<file path="config.mk">
export PLATFORM = sky130hd
export DESIGN_NAME = iir_out_fifo
export DESIGN_NICKNAME = d
export VERILOG_FILES = /design/src/rtl/iir_pkg.sv /design/src/rtl/iir_sat_cnt.sv /design/src/rtl/iir_out_fifo.sv
export SDC_FILE = /design/constraint.sdc
export NUM_CORES = 1
export LEC_CHECK = 0
export ABC_AREA = 1
export BUFFER_PORTS_ARGS = -buffer_cell sky130_fd_sc_hd__buf_2
export CAP_MARGIN = 0
export CELL_PAD_IN_SITES_DETAIL_PLACEMENT = 1
export CELL_PAD_IN_SITES_GLOBAL_PLACEMENT = 2
export CORE_ASPECT_RATIO = 1.75
export CORE_MARGIN = 4
export CORE_UTILIZATION = 41
export CTS_CLUSTER_DIAMETER = 150
export DETAILED_ROUTE_END_ITERATION = 16
export GPL_TIMING_DRIVEN = 0
export PLACE_DENSITY_LB_ADDON = 0.1
export SETUP_SLACK_MARGIN = 0.02
export SYNTH_ARGS = -nofsm -noshare
export SYNTH_HDL_FRONTEND = slang
export SYNTH_SLANG_ARGS = --single-unit
</file>
<file path="constraint.sdc">
create_clock -name clk -period 3 [get_ports clk]
set_clock_uncertainty 0.2 [all_clocks]
set_input_delay 0.3 -clock clk [delete_from_list [all_inputs] [get_ports clk]]
set_output_delay 0.3 -clock clk [all_outputs]
set_load 0.01 [all_outputs]
</file>
<file path="src/rtl/iir_pkg.sv">
// Shared definitions for the IIR filter datapath and its neighbours.
package iir_pkg;

    localparam int unsigned DATA_W = 16;
    localparam int unsigned Q_FRAC = 14;

    // Signed Q2.14 sample as emitted by opti_top.
    typedef logic signed [15:0] sample_t;

endpackage

</file>
<file path="src/rtl/iir_sat_cnt.sv">
// Saturating up-counter with synchronous clear; an increment in the clear cycle leaves 1.
module iir_sat_cnt #(
    parameter int unsigned W = 16
) (
    input  logic         clk,
    input  logic         rst_n,
    input  logic         inc,
    input  logic         clr,
    output logic [W-1:0] cnt
);

    localparam logic [W-1:0] One = W'(1);

    logic [W-1:0] cnt_q;

    always_ff @(posedge clk or negedge rst_n) begin
        if (!rst_n) begin
            cnt_q <= '0;
        end else if (clr) begin
            cnt_q <= inc ? One : '0;
        end else if (inc && (cnt_q != '1)) begin
            cnt_q <= cnt_q + One;
        end
    end

    assign cnt = cnt_q;

endmodule

</file>
<file path="src/rtl/iir_out_fifo.sv">
// Output elasticity buffer for opti_top: no back-pressure to the filter, overflowing samples
// are dropped, counted and flagged.
module iir_out_fifo
    import iir_pkg::*;
#(
    parameter int unsigned DATA_W = iir_pkg::DATA_W,
    parameter int unsigned DEPTH  = 16,
    parameter int unsigned CNT_W  = 16
) (
    input  logic                     clk,
    input  logic                     rst_n,
    input  logic [DATA_W-1:0]        data_in,
    input  logic                     valid_in,
    output logic [DATA_W-1:0]        data_out,
    output logic                     valid_out,
    input  logic                     ready_in,
    input  logic                     clr_ovf,
    output logic                     overflow,
    output logic [CNT_W-1:0]         drop_cnt,
    output logic [$clog2(DEPTH):0]   level
);

    localparam int unsigned AW = $clog2(DEPTH);
    localparam logic [AW:0] PtrOne = (AW + 1)'(1);

    logic [DATA_W-1:0] mem_q [DEPTH];
    logic [AW:0]       wr_ptr_q, rd_ptr_q, level_q;
    logic              overflow_q;
    logic              empty, full, push, pop, drop;

    assign empty = (wr_ptr_q == rd_ptr_q);
    assign full  = (wr_ptr_q[AW-1:0] == rd_ptr_q[AW-1:0]) && (wr_ptr_q[AW] != rd_ptr_q[AW]);
    assign pop   = !empty && ready_in;
    // A pop frees the slot on the same edge, so a full FIFO still accepts the write.
    assign push  = valid_in && (!full || pop);
    assign drop  = valid_in && full && !pop;

    always_ff @(posedge clk) begin
        if (push) begin
            mem_q[wr_ptr_q[AW-1:0]] <= data_in;
        end
    end

    always_ff @(posedge clk or negedge rst_n) begin
        if (!rst_n) begin
            wr_ptr_q   <= '0;
            rd_ptr_q   <= '0;
            level_q    <= '0;
            overflow_q <= 1'b0;
        end else begin
            if (push) wr_ptr_q <= wr_ptr_q + PtrOne;
            if (pop)  rd_ptr_q <= rd_ptr_q + PtrOne;
            if (push && !pop) begin
                level_q <= level_q + PtrOne;
            end else if (pop && !push) begin
                level_q <= level_q - PtrOne;
            end
            if (drop) begin
                overflow_q <= 1'b1;
            end else if (clr_ovf) begin
                overflow_q <= 1'b0;
            end
        end
    end

    iir_sat_cnt #(
        .W (CNT_W)
    ) u_drop_cnt (
        .clk   (clk),
        .rst_n (rst_n),
        .inc   (drop),
        .clr   (clr_ovf),
        .cnt   (drop_cnt)
    );

    // Gate the head so stale or never-written memory is not visible when empty.
    assign data_out  = empty ? '0 : mem_q[rd_ptr_q[AW-1:0]];
    assign valid_out = !empty;
    assign level     = level_q;
    assign overflow  = overflow_q;

endmodule

</file>
==> summary.txt <==
Routing
  • Routed wire length: 37500 um
  • Via density: 5.26
  • Initial DRC Count: 603
  • Via count: 8616
  • Average wire per standard cell: 22.9 um
  • Remaining antenna violation count: 0
  • First-pass DRT Iterations: 5
  • # DRC: 0

Yosys
  • Top-area cell type share of the netlist area: 0.623
  • Cell accounting for the most synthesized area: edfxtp_1
  • Synth warn: 0
  • Synth Net Count: 1137
  • Async set or reset register ratio after synthesis: 0.111
  • Count leader, synth: edfxtp_1
  • Post-synthesis cell count: 1105
  • Flops & latches, synth: 288
  • Seq/Total Area, Yosys: 0.688
  • Post-synth cell types: 33
  • Ys flop type: edfxtp_1
  • Post-synth EDFFs: 256
  • Synth area leaders: edfxtp_1 (62%), nor2_1 (7.4%), dfrtp_1 (6.5%)
  • Synthesized area: 0.0123 sq mm
  • Synth top cells by count: edfxtp_1 (256), nor2_1 (243), nand2_1 (152)
  • Syn_area_per_cell: 11.2 sq um

Worst setup path
  • R2R setup slack: 190 ps
  • Worst-path maximum fanout: 6
  • CP peak stage delay: 420 ps
  • Critical Path Source Type: flop
  • Setup crit end kind: primary output
  • WP data required: 2500 ps
  • CP Cell Sequence: buf_6, inv_8, buf_8, buf_8, buf_12, nor2_2, o211ai_1, nand3_1, a21oi_2, buf_2
  • CP max stage cell: dfrtp_1
  • Arrival time worst endpoint: 2420 ps
  • Crit Path Category: flop to primary output
  • Cell mode on critical path: buf_8

GRT
  • Largest net degree at the start of global routing: 33
  • GRT Overall Usage: 0.224
  • Gr ovfl total: 0
  • First-pass GRT wire length: 55700 um
  • Vias in the first global route: 9061
  • Initial antenna violation count: 0

Floorplanning
  • Row count: 83
  • Die Wd: 139 um
  • Initial core utilization: 0.418
  • Die H: 237 um
  • IO Pins: 60
  • Die area: 0.0330 sq mm
  • Core Region: 0.0295 sq mm

Worst hold path
  • Min-Delay Path Class: primary input to flop

Clocking
  • Clk sinks: 288
  • Clock Path Buffers: 3
  • Clk slew on worst S/H paths: 70 ps
  • CTS buffer count: 27
  • Clk root buf: clkbuf_16
  • CTS tree: yes
  • Worst skew pair latency: 540 ps
  • H-tree levels: 1

Status
  • Status: completed

Placed design
  • Placed Area: 0.0133 sq mm
  • Routability congestion estimate: 0.793
  • DP Wirelength: 26400 um
  • I/O Buffers: 59
  • Post-place setup slack: -222 ps
  • Inst Count DP: 1555

Timing
  • Minimum hold slack: 34.0 ps
  • TNS Setup: 0 ps
  • Tmin final: 2920 ps
  • Slew Viols, Final: 0
  • Final Cycle Share: 0.974
  • RSZ-0062 raised after global routing: yes
  • Fmax: 342 MHz
  • Relative slew slack: 0.362
  • Final Hold Vio Count: 0
  • Worst-Margin Slew: 956 ps
  • Worst Setup Slack, final: 78.1 ps
  • # setup viols final: 0

Finish
  • Final core occ: 0.503
  • Final #Nets: 1269
  • Area of the multi-input gates: 0.00354 sq mm
  • Ant diodes: 0
  • Share of post-route cells with drive strength above 1: 0.196
  • Register Area: 0.00849 sq mm
  • Final Non-Filler Cells: 1639
  • Fillers: 3182
  • Area growth, synth to finish: 20.3%
  • Final instance area: 0.0148 sq mm

Power and ir drop
  • P_leak: 5.55 nW
  • Pwr Density: 965 mW/mm^2
  • Total power: 14.3 mW
  • Peak supply drop: 0.437 mV

Flow run
  • MaxCap Viol Count: 0
timing repair:
action | in CTS | in global routing
gates resized for setup | 69 | 72
endpoints found under the setup margin | 113 | 129
endpoints found under the hold margin | 259 | 0
hold buffers | 19 | 0
pin swaps | 9 | 28
setup buffers | 3 | 10
gates cloned | 0 | 3
power by group:
part | leakage (nW) | internal [mW] | switching (mW) | total (mW)
Clock | 0.418 | 1.85 | 1.47 | 3.32
Sequential | 2.73 | 4.82 | 0.169 | 4.99
Combinational | 2.41 | 2.14 | 3.88 | 6.01
Total | 5.55 | 8.81 | 5.51 | 14.3
flip-flops by register name (all words and copies together), names as in the netlist:
| signal | flops |
|---|---|
| overflow | 1 |
| level | 5 |
| u_drop_cnt.cnt | 16 |
| rd_ptr_q | 5 |
| mem_q | 256 |
| wr_ptr_q | 5 |
cells by family after synthesis:
logic type	count (synthesis)	synth area share
simple gates	475	0.156
compound gates	206	0.0905
fa+ha+maj	11	0.0118
flops	288	0.688
buf+inv	106	0.0401
xor+xnor	19	0.0135
critical path, delay by kind of cell (launching register included):
family,cells,cell delay [ps]
compound gates,2,480
buf+inv,6,760
simple gates,2,210
flops,1,420
worst paths after layout:
kind | startpoint | end | cells past startpoint
setup / recovery | rd_ptr_q[0] | data_out[12] | 10
hold / removal | data_in[9] | mem_q[9][9] | 1
setup reg to reg | rd_ptr_q[0] | mem_q[8][2] | 10
hold reg to reg | level[4] | level[4] | 1
max in group asynchronous | rst_n | rd_ptr_q[3] | 2
min in group asynchronous | rst_n | u_drop_cnt.cnt[9] | 2
placed cells by master (no fill, tap or decap), types with 9 or more instances in the layout:
| cell type | synthesis | layout |
|---|---|---|
| xor2_1 | 12 | 12 |
| o21ai_0 | 138 | 121 |
| clkbuf_2 | 0 | 12 |
| a21oi_2 | 0 | 12 |
| clkinv_2 | 0 | 10 |
| clkbuf_1 | 17 | 9 |
| nand2_1 | 152 | 150 |
| o21ai_1 | 13 | 25 |
| buf_8 | 0 | 12 |
| inv_1 | 40 | 39 |
| edfxtp_1 | 256 | 256 |
| nand3_1 | 59 | 58 |
| clkbuf_16 | 0 | 30 |
| nor2_1 | 243 | 222 |
| buf_4 | 6 | 22 |
| o211ai_1 | 32 | 32 |
| nor2_2 | 4 | 22 |
| buf_2 | 27 | 68 |
| dfrtp_1 | 32 | 31 |
| dlygate4sd3_1 | 0 | 19 |
| buf_6 | 5 | 15 |
layer usage:
metal,wire [um],part of all wire,global-route usage
met2,21400,0.57,0.444
met1,13900,0.37,0.246
met3,870,0.023,0.0185
met5,0,0,0
met4,1350,0.036,0.0816
final cells by class:
type,instances,area share
multi-input cells,711,0.238
inverters,47,0.0134
repair buffers,103,0.0537
clock inverters,13,0.00767
clock buffers,36,0.0485
flip-flops and latches,288,0.572
plain buffers,59,0.0342
well taps,382,0.0322
Note: power is estimated with default switching activity, not from simulation.
